`src/rtl/adder_arbiter_pkg.sv`:
```
// Shared types and sizing helpers for the adder_arbiter block.
// Holds the response FSM states and default geometry.
package adder_arbiter_pkg;

    typedef enum logic {
        IDLE = 1'b0,
        HOLD = 1'b1
    } state_t;

    localparam int NREQ_DEF = 4;
    localparam int W_DEF    = 8;

    function automatic int idw(input int n);
        return (n < 2) ? 1 : $clog2(n);
    endfunction

endpackage

```
`src/rtl/adder_arbiter_rr.sv`:
```
// Round-robin grant selection: first requester at or after ptr wins.
// Purely combinational; ptr is always kept below NREQ by the owner.
module rr_arbiter #(
    parameter int NREQ = 4,
    parameter int IDW  = 2
) (
    input  logic [NREQ-1:0] req,
    input  logic [IDW-1:0]  ptr,
    output logic [NREQ-1:0] gnt,
    output logic [IDW-1:0]  gnt_id,
    output logic            any
);

    always_comb begin
        int p;
        gnt    = '0;
        gnt_id = '0;
        any    = 1'b0;
        p      = int'(ptr);
        for (int k = 0; k < NREQ; k++) begin
            for (int i = 0; i < NREQ; i++) begin
                if (!any && req[i] && (i == (p + k) % NREQ)) begin
                    any    = 1'b1;
                    gnt[i] = 1'b1;
                    gnt_id = IDW'(i);
                end
            end
        end
    end

endmodule

```
`src/rtl/adder_arbiter.sv`:
```
// Shares one W-bit adder among NREQ requesters with a registered response.
// Define ADDER_ARBITER_SAT_EN for a saturating sum (carry still reported).
module adder_arbiter
    import adder_arbiter_pkg::*;
#(
    parameter int  NREQ = NREQ_DEF,
    parameter int  W    = W_DEF,
    localparam int IDW  = idw(NREQ)
) (
    input  logic              clk,
    input  logic              rst,
    input  logic [NREQ-1:0]   req_valid,
    output logic [NREQ-1:0]   req_ready,
    input  logic [NREQ*W-1:0] req_a,
    input  logic [NREQ*W-1:0] req_b,
    output logic              rsp_valid,
    input  logic              rsp_ready,
    output logic [W-1:0]      rsp_sum,
    output logic              rsp_carry,
    output logic [IDW-1:0]    rsp_id
);

    state_t          state;
    logic [IDW-1:0]  ptr;
    logic [IDW-1:0]  ptr_next;
    logic [NREQ-1:0] gnt;
    logic [IDW-1:0]  gnt_id;
    logic            any;
    logic            can_accept;
    logic            xfer;
    logic [W-1:0]    op_a;
    logic [W-1:0]    op_b;
    logic [W:0]      sum_full;
    logic [W-1:0]    sum_res;

    rr_arbiter #(
        .NREQ (NREQ),
        .IDW  (IDW)
    ) u_arb (
        .req    (req_valid),
        .ptr    (ptr),
        .gnt    (gnt),
        .gnt_id (gnt_id),
        .any    (any)
    );

    // Reset gates accept so no requester sees ready while rst is high.
    assign can_accept = !rst && ((state == IDLE) || rsp_ready);
    assign xfer       = any && can_accept;
    assign req_ready  = can_accept ? gnt : '0;

    always_comb begin
        op_a = '0;
        op_b = '0;
        for (int i = 0; i < NREQ; i++) begin
            if (gnt[i]) begin
                op_a = req_a[i*W +: W];
                op_b = req_b[i*W +: W];
            end
        end
    end

    assign sum_full = {1'b0, op_a} + {1'b0, op_b};

`ifdef ADDER_ARBITER_SAT_EN
    assign sum_res = sum_full[W] ? '1 : sum_full[W-1:0];
`else
    assign sum_res = sum_full[W-1:0];
`endif

    assign ptr_next = (gnt_id == IDW'(NREQ - 1)) ? '0 : gnt_id + IDW'(1);

    always_ff @(posedge clk or posedge rst) begin
        if (rst) begin
            state     <= IDLE;
            ptr       <= '0;
            rsp_valid <= 1'b0;
            rsp_sum   <= '0;
            rsp_carry <= 1'b0;
            rsp_id    <= '0;
        end else begin
            unique case (state)
                IDLE: begin
                    if (xfer) begin
                        state     <= HOLD;
                        rsp_valid <= 1'b1;
                    end
                end
                HOLD: begin
                    if (!xfer && rsp_ready) begin
                        state     <= IDLE;
                        rsp_valid <= 1'b0;
                    end
                end
            endcase
            if (xfer) begin
                ptr       <= ptr_next;
                rsp_sum   <= sum_res;
                rsp_carry <= sum_full[W];
                rsp_id    <= gnt_id;
            end
        end
    end

endmodule

```
`config.mk`:
```
export PLATFORM = sky130hd
export DESIGN_NAME = adder_arbiter
export DESIGN_NICKNAME = d
export VERILOG_FILES = /design/src/rtl/adder_arbiter_pkg.sv /design/src/rtl/adder_arbiter_rr.sv /design/src/rtl/adder_arbiter.sv
export SDC_FILE = /design/constraint.sdc
export NUM_CORES = 1
export LEC_CHECK = 0
export BUFFER_PORTS_ARGS = -buffer_cell sky130_fd_sc_hd__buf_2
export CAP_MARGIN = 20
export CORE_MARGIN = 4
export CORE_UTILIZATION = 47
export DETAILED_ROUTE_END_ITERATION = 8
export GPL_ROUTABILITY_DRIVEN = 0
export PLACE_DENSITY = 0.88
export SKIP_LAST_GASP = 1
export SLEW_MARGIN = 30
export SYNTH_ARGS = -nofsm -noshare
export SYNTH_HDL_FRONTEND = slang
export SYNTH_SLANG_ARGS = --single-unit
```
`constraint.sdc`:
```
create_clock -name clk -period 4.4 [get_ports clk]
set_input_delay 0.88 -clock clk [delete_from_list [all_inputs] [get_ports clk]]
set_output_delay 0.88 -clock clk [all_outputs]
set_load 0.1 [all_outputs]
```
# Word-level counts from Yosys, hierarchy flattened
# Cells that the tools add are included.
[word_totals]
out_inout_bits = 16
register_bits = 15
ram_bits = 0
in_bits = 71
wordCells = 152
romBits = 0
memories = 0
latchBits = 0
[op_classes]
shift = 0
bitwise_logic = 4
n_mux = 62
n_addsub = 5
div = 0
n_reduce_logical = 60
order_cmp = 0
mul = 0
eq_ne = 15
[ops]
columns = ["op", "count"]
rows = [
  ["$logic_not A32 Y1", 4],
  ["$mux W8", 8],
  ["$mux W1", 36],
  ["$logic_and A1 B1 Y1", 34],
  ["$mux W2", 15],
  ["$eq A3 B3 Y1 const A", 6],
  ["$logic_not A1 Y1", 17],
  ["$add A8 B8 Y9", 1],
  ["$eq A2 B3 Y1 const A", 3],
  ["$reduce_or A2 Y1", 3],
  ["$add A2 B1 Y2 const B", 2],
  ["$add A2 B2 Y2 const B", 2],
  ["$eq A2 B2 Y1 const A", 2],
  ["$mux W4", 1],
  ["$pmux W1 S2", 2],
  ["$and A1 B1 Y1 const A", 3],
  ["$eq A1 B2 Y1 const A", 1],
  ["$eq A2 B2 Y1 const B", 1],
  ["$ne A2 B1 Y1 const B", 1],
  ["$ne A2 B2 Y1 const B", 1],
  ["$reduce_and A2 Y1", 1],
  ["$logic_or A1 B1 Y1", 1],
  ["$not A1 Y1", 1],
]

# Longest topological paths before layout
# Gate-level depths: netlist of run 1.
[depth]
word_depth = 68
ltp_mapped = 15

# By module
# Synthesis of run 1 repeated with hierarchy kept, for this count alone.
[unflattened]
hier_cells = 215
hier_area_um2 = 1624.1
[modules_own_cells]
columns = ["mod", "area_each_um2", "cells_per_inst", "seq_area_each_um2", "n_inst"]
rows = [
  ["adder_arbiter", 1475.2, 188, 375.4, 1],
  ["rr_arbiter", 148.9, 27, 0.0, 1],
]

# Worst setup path after synthesis of run 1
# OpenSTA, ideal clock, no wires.
[synth_path]
path_kind = "input to output"
from = "input port req_valid[0]"
to = "output port req_ready[2]"
t_required_ps = 3520
path_buffers = 2
t_arrival_ps = 3127
setup_slack_ps = 393
stages = 7
cell_sequence = "buf_2 nor2_1 a21oi_1 o22ai_1 and2_1 clkbuf_1 nor2b_1"
[synth_via]
elab_chain_cells = 59
[synth_lines]
columns = ["element", "line", "text"]
rows = [
  ["start: declaration", "adder_arbiter.sv:12", "input logic [NREQ-1:0] req_valid,"],
  ["$logic_and A1 B1 Y1", "adder_arbiter_rr.sv:22", "if (!any && req[i] && (i == (p + k) % NREQ)) begin"],
  ["$mux W1", "adder_arbiter_rr.sv:22", ""],
  ["$logic_not A1 Y1", "adder_arbiter_rr.sv:22", ""],
  ["$logic_and A1 B1 Y1 (2 in series)", "adder_arbiter_rr.sv:22", ""],
  ["$mux W1", "adder_arbiter_rr.sv:22", ""],
  ["$logic_not A1 Y1", "adder_arbiter_rr.sv:22", ""],
  ["$logic_and A1 B1 Y1 (2 in series)", "adder_arbiter_rr.sv:22", ""],
  ["$mux W1", "adder_arbiter_rr.sv:22", ""],
  ["[39 not listed]", "--", ""],
  ["$mux W1", "adder_arbiter_rr.sv:22", ""],
  ["$logic_not A1 Y1", "adder_arbiter_rr.sv:22", ""],
  ["$logic_and A1 B1 Y1 (2 in series)", "adder_arbiter_rr.sv:22", ""],
  ["$mux W1", "adder_arbiter_rr.sv:22", ""],
  ["$logic_not A1 Y1", "adder_arbiter_rr.sv:22", ""],
  ["$logic_and A1 B1 Y1 (2 in series)", "adder_arbiter_rr.sv:22", ""],
  ["$mux W1 *", "adder_arbiter_rr.sv:22", ""],
  ["$mux W4 *", "adder_arbiter.sv:50", "assign req_ready = can_accept ? gnt : '0;"],
  ["end: declaration", "adder_arbiter.sv:13", "output logic [NREQ-1:0] req_ready,"],
]
# Mark *: on every way between the ends. The rest lies on a longest branch, timed or not.

# Worst setup path after layout of run 1
# Same ends and word-level chain as after synthesis.

==> impl_metrics.py, run 1 <==
metrics = {
    "drt": {
        "vias": 1579,
        "wire_per_inst_um": 13.65,
        "ant_nets": 0,
        "routed_via_density": 5.763,
        "routed_wl_um": 3741,
        "dr.pass1.iters": 4,
        "drt_iter0_drc": 55,
        "drc": 0,
    },
    "clock_tree": {
        "clk_pin_slew_ns": 0.09,
        "cts.hold.buffers_added": 0,
        "cts_resized": 0,
        "cts_root_buf": "clkbuf_4",
        "post_cts_buffers": 0,
        "cts_buffers": 3,
        "insertion_delay_ns": 0.28,
        "clock_path_buffers": 2,
        "cts.sinks": 15,
        "h-tree-depth": 1,
        "cts_tree": "built",
    },
    "cells_and_area": {
        "finish.instance_area_mm2": 0.001834,
        "diodes": 0,
        "utilization_pct": 64.84,
        "nets": 324,
        "fillerInstances": 252,
        "syn_to_final_growth_pct": 28.82,
        "drive_gt1_share_pct": 40.74,
        "final_common_cell": "buf_2",
        "layout_common_cells": "86 x buf_2, 16 x nand2_1, 16 x a221o_1, 15 x dfrtp_1, 13 x o21ai_0",
    },
    "worst_setup_path": {
        "arrival_ns": 2.61,
        "cp.required_ns": 3.52,
        "worstSetupPathType": "input port to primary output",
        "worstPathMaxFanout": 20,
        "critPathCaptureType": "primary output",
        "start_kind": "input port",
        "r2r-start": "ptr[1]",
        "crit_start": "req_valid[0]",
    },
    "power_and_ir_drop": {
        "power.density_mw_per_mm2": 616.6,
        "p_leak_uw": 0.0009433,
        "ir_drop_v": 0.0002563,
    },
    "die": {
        "initial_utilization_pct": 50.33,
        "die-area_mm2": 0.003974,
        "die_h_um": 63.04,
        "pin_count": 87,
        "die_w_um": 63.04,
        "core_area_mm2": 0.002829,
        "rows": 19,
    },
    "synth": {
        "avgSynthCellArea_um2": 8.682,
        "syn_inst": 164,
        "ys_types": 39,
        "syn-num-nets": 244,
        "yosysSeqAreaShare_pct": 26.36,
        "yosys_register_bits": 15,
        "ys_warn_count": 0,
        "synthesis.area_mm2": 0.001424,
    },
    "worst_hold_path": {
        "hold_path_startpoint": "rsp_sum[4]",
        "hold_class": "flip-flop to flip-flop",
    },
    "sta": {
        "fmax_mhz": 286.5,
        "setup_viol": 0,
        "period_needed_ns": 3.490,
        "rsz0062_at_grt": "false",
        "drv_slew": 0,
        "skew_ns": 0.008290,
        "max_slew_margin_pct": 54.36,
        "worst_pin_slew_ns": 0.6846,
        "period_share_pct": 79.33,
        "hold_violations": 0,
        "fin_setup_tns_ns": 0,
    },
    "flow_run": {
        "maxCapViolCount": 0,
    },
    "placed_design": {
        "dp.final_hpwl_um": 3127,
        "io_buffer_count": 86,
        "dpl_cell_area_mm2": 0.001807,
    },
    "global_route": {
        "grt_pass1_wl_um": 6106,
        "grt_pass1_vias": 1440,
        "antenna_found_initial": 0,
        "grt_usage_pct": 18.21,
        "gr-total-overflow": 0,
        "grt_max_degree": 21,
    },
    "outcome": {
        "status": "finished clean",
    },
}
-- sequential cells by signal, indices dropped and copies added (netlist names) --
name / count
rsp_sum: 8
ptr: 2
rsp_id: 2
rsp_carry: 1
rsp_valid: 1
state: 1
-- metrics by stage --
stage          hold WS [ns]  instances  power [uW]  setup WS (ns)
6_report             0.4699        274        1131         0.9096
5_1_grt              0.5018        274        1209         0.6667
4_1_cts              0.4748        274        1136         0.9359
3_5_place_dp         0.4539        270        1057         0.7082
3_3_place_gp         0.4458        270        1045         0.7551
2_1_floorplan        0.4875        164       920.7         0.3926
-- cells in the mapped netlist --
library cell,instances,area share (%)
a21oi_1,8,2.8
nand2_1,16,4.2
o21ai_0,13,4.6
o31ai_1,2,1.1
xor2_1,2,1.2
a31oi_1,2,0.88
a21oi_2,1,0.62
a221o_1,16,11
o21a_1,3,1.6
nor2_1,11,2.9
inv_6,1,0.62
o22a_1,1,0.62
o22ai_1,3,1.3
clkbuf_1,1,0.26
or2_2,1,0.44
a22o_1,11,6.8
a221oi_1,2,1.2
and2_1,2,0.88
a2bb2oi_1,1,0.62
dfrtp_1,15,26
ha_1,8,7.0
fa_1,1,1.4
nand3_1,2,0.70
a22o_2,5,3.5
o21bai_1,1,0.53
o21ai_1,1,0.35
nor4_1,1,0.44
inv_1,6,1.6
xnor2_1,1,0.62
buf_2,6,2.1
a211oi_1,2,1.1
buf_6,4,3.2
or3_1,1,0.44
buf_8,1,1.1
o221a_1,2,1.6
a21o_1,1,0.53
nor3_1,3,1.1
nand2b_1,1,0.44
nor2b_1,5,2.2
-- routing by layer --
layer  part of all wire (%)  global-route usage [%]
met3                    8.7                   3.597
met4                   0.80                   4.959
met5                      0                       0
met1                     44                   24.17
met2                     46                   29.91
-- final cells by class --
type                    instances  area [um2]  share of cell area, %
multi-input cells             130       923.4                  50.34
repair buffers                 87       437.9                  23.87
flip-flops and latches         15       375.4                  20.46
well taps                      31       38.79                  2.115
inverters                       7       31.28                  1.705
clock buffers                   3       22.52                  1.228
clock inverters                 1       5.005                 0.2729
-- power by group --
part	switching, uW	leakage (uW)	total (uW)	internal (uW)
registers	35.8	0.000180	225	189
logic	600	0.000745	830	231
clock network	42.3	0.0000177	76.0	33.8
total	678	0.000943	1130	453
-- critical path, stage by stage --
cell	delay [ns]
buf_2	0.15
nor2_1	0.17
a21oi_1	0.06
o22ai_1	0.14
and2_1	0.58
nor2b_1	0.20
buf_2	0.43
-- cell families after synthesis --
family / synth area share [%]
buffers and inverters: 8.787
AO/OA/AOI/OAI: 40.86
flip-flops: 26.36
XOR/XNOR: 1.846
AND/OR/NAND/NOR: 13.71
adder cells (fa/ha/maj): 8.436
-- final timing paths --
kind	slack, ns	end	depth (start not counted)
setup / recovery	0.91	req_ready[2]	7
hold / removal	0.47	rsp_sum[4]	2
setup reg to reg	1.17	rsp_carry	13
hold reg to reg	0.47	rsp_sum[4]	2
max in group asynchronous	3.64	ptr[1]	3
min in group asynchronous	0.58	rsp_sum[2]	3
Note: power is estimated with default switching activity, not from simulation.
==> run 2, diff against run 1 <==
ABC_AREA = 1   (was default)
PLACE_DENSITY = 0.83   (was 0.88)
clock period = 3.49 ns   (was 4.4 ns; I/O delays follow)
==> run 2 against run 1 <==
The run now ends with setup timing left. First-iteration DRC count grew to 2.9 times the previous value. Synthesized area grew 28%. Register-to-register slack lost 1.2 ns. Synthesized cell count grew 84%. Sequential share of layout area shrank 7.9 points. Via count grew 54%. Wire length grew 67%. Cell area grew 64%. Critical path type is now flip-flop to flip-flop. Critical endpoint is now rsp_sum[7].
==> impl_metrics.py, run 2 <==
metrics = {
    "cells_and_area": {
        "nets": 524,
        "multi_input_area_mm2": 0.001425,
        "diodes": 0,
        "seq_area_um2": 377.9,
        "drive_gt1_share_pct": 48.08,
        "regMostFlops": "rsp_sum",
        "reg.largest.list": "rsp_sum: 8 flops, ptr: 2 flops, rsp_id: 2 flops",
        "final_common_cell": "nand2_1",
        "fillerInstances": 269,
        "syn_to_final_growth_pct": 64.43,
        "largest_reg_flops": 8,
        "layout_common_cells": "103 x nand2_1, 80 x buf_2, 56 x buf_4, 33 x inv_1, 21 x nand2_2",
    },
    "synth": {
        "async_flop_share_pct": 100.0,
        "synth_area_leaders": "nand2_1 23%, dfrtp_1 21%, inv_1 7.6%",
        "ys.flop_type": "dfrtp_1",
        "synthesis.area_mm2": 0.001829,
        "ys_types": 31,
        "yosysSeqAreaShare_pct": 20.52,
        "netlist.area_leader.share_pct": 23.19,
        "synth_top_area_cell": "nand2_1",
        "syn_inst": 302,
        "ys_warn_count": 0,
        "yosys-top-cells-count": "113 x nand2_1, 37 x inv_1, 24 x nor2_1, 19 x nand3_1",
        "yosys_register_bits": 15,
        "syn-num-nets": 382,
        "avgSynthCellArea_um2": 6.057,
        "synth_edf_count": 0,
        "synth_most_common_cell": "nand2_1",
    },
    "clock_tree": {
        "cts.hold.buffers_added": 0,
        "cts_tree": "built",
        "cts_root_buf": "clkbuf_8",
        "insertion_delay_ns": 0.24,
        "cts.sinks": 15,
        "clk_pin_slew_ns": 0.06,
        "clock_path_buffers": 2,
        "h-tree-depth": 1,
        "cts_buffers": 3,
    },
    "sta": {
        "setup_viol": 2,
        "fin_setup_tns_ns": -0.03212,
        "drv_slew": 0,
        "fmax_mhz": 284.6,
        "rsz0062_at_grt": "true",
        "setup_ws_ns": -0.02359,
        "max_slew_margin_pct": 64.52,
        "period_share_pct": 100.7,
        "period_needed_ns": 3.514,
        "skew_ns": 0.002956,
        "worst_pin_slew_ns": 0.5317,
        "hold_violations": 0,
    },
    "outcome": {
        "violations": "setup timing",
        "status": "finished, violations left",
    },
    "worst_hold_path": {
        "hold_path_startpoint": "rsp_sum[6]",
        "hold_class": "flip-flop to flip-flop",
    },
    "placed_design": {
        "io_buffer_count": 86,
        "dp.final_hpwl_um": 4681,
    },
    "die": {
        "pin_count": 87,
        "die_h_um": 70.39,
        "initial_utilization_pct": 49.23,
        "die-area_mm2": 0.004954,
        "core_area_mm2": 0.003716,
        "die_w_um": 70.39,
        "rows": 22,
    },
    "worst_setup_path": {
        "crit_start": "ptr[0]",
        "r2r-start": "ptr[0]",
        "start_kind": "flip-flop",
        "critPathCaptureType": "flip-flop",
        "arrival_ns": 3.64,
        "worstSetupPathType": "flip-flop to flip-flop",
        "cp.required_ns": 3.61,
        "worstPathMaxFanout": 6,
    },
    "drt": {
        "vias": 2436,
        "dr.pass1.iters": 5,
        "ant_nets": 0,
        "routed_wl_um": 6251,
        "routed_via_density": 4.961,
        "drc": 0,
        "drt_iter0_drc": 158,
        "wire_per_inst_um": 12.73,
    },
    "global_route": {
        "grt_max_degree": 27,
        "grt_usage_pct": 21.50,
        "grt_pass1_vias": 2334,
        "grt_pass1_wl_um": 9121,
        "gr-total-overflow": 0,
        "antenna_found_initial": 0,
    },
    "flow_run": {
        "maxCapViolCount": 0,
    },
}
## run 2: final timing paths
kind,endpoint,slack (ns),depth (start not counted)
min in group asynchronous,rsp_id[0],0.50,2
max,rsp_sum[7],-0.02,25
max in group asynchronous,ptr[0],2.61,2
max reg2reg,rsp_sum[7],-0.02,25
min,rsp_sum[6],0.48,2
min reg2reg,rsp_sum[6],0.48,2
## run 2: cell type report
class	instances	area share, %
flip-flops and latches	15	12.56
multi-input cells	241	47.38
inverters	39	4.992
repair buffers	144	31.57
well taps	48	1.997
clock buffers	4	1.498
## run 2: kinds of logic (layout without fill, tap and decap cells)
kind of cell	count (synthesis)	in the layout	share of synthesized area, %
DFF	15	15	20.52
AOI/OAI and AO/OA	39	39	11.35
buffers and inverters	46	187	11.63
xor gates and xnor gates	6	6	2.873
adders and majority gates	9	9	6.567
and+or+nand+nor	187	187	47.06
## run 2: repair_timing
action                                  in CTS  in global routing
resized for setup                            1                 41
endpoints found under the setup margin       2                  5
pin swaps                                    3                 27
hold endpoints to repair                     0                  0
buffers inserted                             1                  8
## run 2: critical path, cell delays in order (launching register included)
cell,delay (ns)
dfrtp_2,0.44
inv_1,0.11
nand3_2,0.10
nand3_4,0.08
nor2_4,0.13
nand4_4,0.12
nor2_4,0.14
nand4_4,0.10
nor2_4,0.18
nand2_2,0.10
nor2_4,0.13
nand3_4,0.11
nand2_4,0.11
buf_4,0.14
nand2_2,0.05
nand2_2,0.08
ha_4,0.21
a21oi_2,0.14
nand2_1,0.08
a21o_1,0.17
a21oi_2,0.16
nor2_1,0.07
o21ai_1,0.13
nand2_1,0.08
xnor2_1,0.16
o21ai_1,0.08
## run 2: through the flow
step | util [%] | worst slack, ns | std cells | hold slack [ns] | cell area, um2
detailed placement | 73.64 | -0.3216 | 478 | 0.4697 | 2736
global route | 80.94 | -0.2764 | 491 | 0.5256 | 3008
CTS | 75.15 | 0.002103 | 483 | 0.4837 | 2793
finish | 80.94 | -0.02359 | 491 | 0.4838 | 3008
floorplan | - | 0.003059 | 302 | 0.5202 | 1887
global placement | 73.64 | -0.1198 | 478 | 0.4592 | 2736
## run 2: metal layers
metal  global-route usage (%)  wire, um  share of wire (%)  up-vias
met2                    41.37      3288                 53       91
met4                    4.894       140                2.2        0
li1                         -         -                  -     1237
met5                        0         0                  0        -
met1                    24.36      2433                 39     1092
met3                    3.309       388                6.2       16
Power of run 2 is not shown: default switching activity piles up to over one toggle a cycle in this logic, so the estimate is an artifact.
==> run 3, diff against run 2 <==
CORE_UTILIZATION = 40   (was 47)
HOLD_SLACK_MARGIN = 0.15   (was default)
PLACE_DENSITY = 0.73   (was 0.83)
==> run 3 against run 2 <==
The flow now finishes without violations. Fmax is 3.8% higher. Final cell count is 0.41% lower. Die area is 15% higher. Global-route usage is 2.6 points lower. Core utilization is 13 points lower. Count of clock-buffer cells in the layout stayed put. Flip-flop and latch count stayed put. Wire length is 9.8% lower. Clock skew is 0.00084 ns lower. Cell area is 1.0% lower. Via count is 6.3% lower. Setup slack better by 0.13 ns.
==> impl_metrics.py, run 3 (synthesis gave the netlist of run 2 again) <==
metrics = {
    "worst_setup_path": {
        "r2r-start": "ptr[1]",
        "crit_slowest_cell": "fa_2",
        "start_kind": "input port",
        "worstPathMaxFanout": 6,
        "cp.required_ns": 3.62,
        "rr_worst_depth": 22,
        "regToRegSetupSlack_ns": 0.11,
        "worstSetupPathType": "input port to flip-flop",
        "max_stage_delay_ns": 0.37,
        "arrival_ns": 3.51,
        "worst_r2r_endpoint": "rsp_sum[6]",
        "cp_cell_sequence": "buf_6 -> buf_4 -> nand2_1 -> nand4_4 -> nor2_4 -> nand4_4 -> nor2_4 -> nand2_2 -> nor2_4 -> nand3_4 -> nand2_4 -> nand2_1 -> nand2_1 -> ha_2 -> inv_2 -> fa_2 -> o21ai_2 -> a21oi_2 -> o21bai_1 -> buf_4 -> xnor2_1 -> o21ai_1",
        "critPathCaptureType": "flip-flop",
    },
    "placed_design": {
        "io_buffer_count": 86,
        "dp.final_hpwl_um": 4598,
        "placed_cells": 479,
        "dpl_cell_area_mm2": 0.002706,
    },
    "sta": {
        "period_needed_ns": 3.387,
        "max_slew_margin_pct": 63.23,
        "drv_slew": 0,
        "rsz0062_at_grt": "true",
        "hold_violations": 0,
        "setup_viol": 0,
        "period_share_pct": 97.04,
        "fmax_mhz": 295.3,
        "worst_pin_slew_ns": 0.5510,
        "skew_ns": 0.002119,
    },
    "cells_and_area": {
        "diodes": 0,
        "utilization_pct": 67.92,
        "syn_to_final_growth_pct": 62.79,
        "reg.largest.list": "rsp_sum: 8 flops, ptr: 2 flops, rsp_id: 2 flops",
        "regMostFlops": "rsp_sum",
        "nets": 518,
        "stdcell_count": 489,
        "largest_reg_flops": 8,
        "drive_gt1_share_pct": 47.83,
        "final_common_cell": "nand2_1",
        "finish.instance_area_mm2": 0.002978,
        "layout_common_cells": "104 x nand2_1, 80 x buf_2, 49 x buf_4, 32 x inv_1, 20 x nand2_2",
    },
    "die": {
        "die-area_mm2": 0.005719,
        "die_h_um": 75.63,
        "rows": 24,
        "core_area_mm2": 0.004384,
        "initial_utilization_pct": 41.72,
        "die_w_um": 75.63,
        "pin_count": 87,
    },
    "drt": {
        "drt_iter0_drc": 85,
        "routed_via_density": 4.667,
        "vias": 2282,
        "routed_wl_um": 5638,
        "ant_nets": 0,
        "drc": 0,
        "dr.pass1.iters": 4,
        "wire_per_inst_um": 11.53,
    },
    "global_route": {
        "grt_usage_pct": 18.94,
        "gr-total-overflow": 0,
        "grt_max_degree": 27,
        "antenna_found_initial": 0,
        "grt_pass1_vias": 2148,
        "grt_pass1_wl_um": 8721,
    },
    "clock_tree": {
        "cts_tree": "built",
        "h-tree-depth": 1,
        "cts.hold.buffers_added": 0,
        "cts.sinks": 15,
        "clk_pin_slew_ns": 0.06,
        "clock_path_buffers": 2,
        "cts_buffers": 3,
        "cts_root_buf": "clkbuf_8",
        "insertion_delay_ns": 0.24,
    },
    "worst_hold_path": {
        "hold_path_startpoint": "rsp_id[1]",
        "holdPathStages": 2,
        "min_to": "rsp_id[1]",
        "hold_class": "flip-flop to flip-flop",
    },
    "outcome": {
        "status": "finished clean",
    },
    "flow_run": {
        "maxCapViolCount": 0,
    },
}
-- run 3: final cells by class --
cell class	count	area [um2]
repair buffers	138	895.9
multi-input cells	241	1441
inverters	39	152.6
fillers	374	1406
well taps	52	65.06
clock buffers	4	45.04
flip-flops and latches	15	377.9
-- run 3: routing by layer --
layer	vias to the layer above	wire length [um]	global-route usage (%)
met2	79	2861	36.43
met1	977	2327	22.64
met4	0	17	2.330
met3	3	432	2.770
li1	1223	-	-
met5	-	0	0
-- run 3: worst max path at each step --
stage	depth (start not counted)	slack, ns	startpoint	endpoint
after CTS	24	0.01	req_valid[0]	rsp_carry
final	22	0.10	req_valid[2]	rsp_sum[6]
after floorplan	24	0.003	req_valid[2]	rsp_carry
after global placement	24	-0.16	req_valid[0]	rsp_carry
after detailed placement	24	-0.33	req_valid[0]	rsp_carry
after global routing	24	-0.17	ptr[1]	rsp_sum[7]
-- run 3: what timing repair did --
action | CTS | global route
buffers inserted | 0 | 6
setup endpoints to repair | 3 | 4
resized for setup | 3 | 44
pin swaps | 4 | 27
-- run 3: worst max-delay path: cells and delay by family --
kind | cells | cell delay (ns)
simple gates | 11 | 1.25
fa+ha+maj | 2 | 0.55
compound gates | 4 | 0.51
buf+inv | 4 | 0.40
xor+xnor | 1 | 0.10
-- run 3: per-stage QoR --
step	worst slack [ns]	hold WS [ns]	setup TNS, ns
floorplan	0.003059	0.5202	0
global placement	-0.1635	0.4589	-0.4536
detailed placement	-0.3343	0.4627	-1.064
CTS	0.01038	0.4784	0
global route	-0.1747	0.4899	-0.4127
finish	0.1034	0.4743	0
Power of run 3 is left out for the same reason.
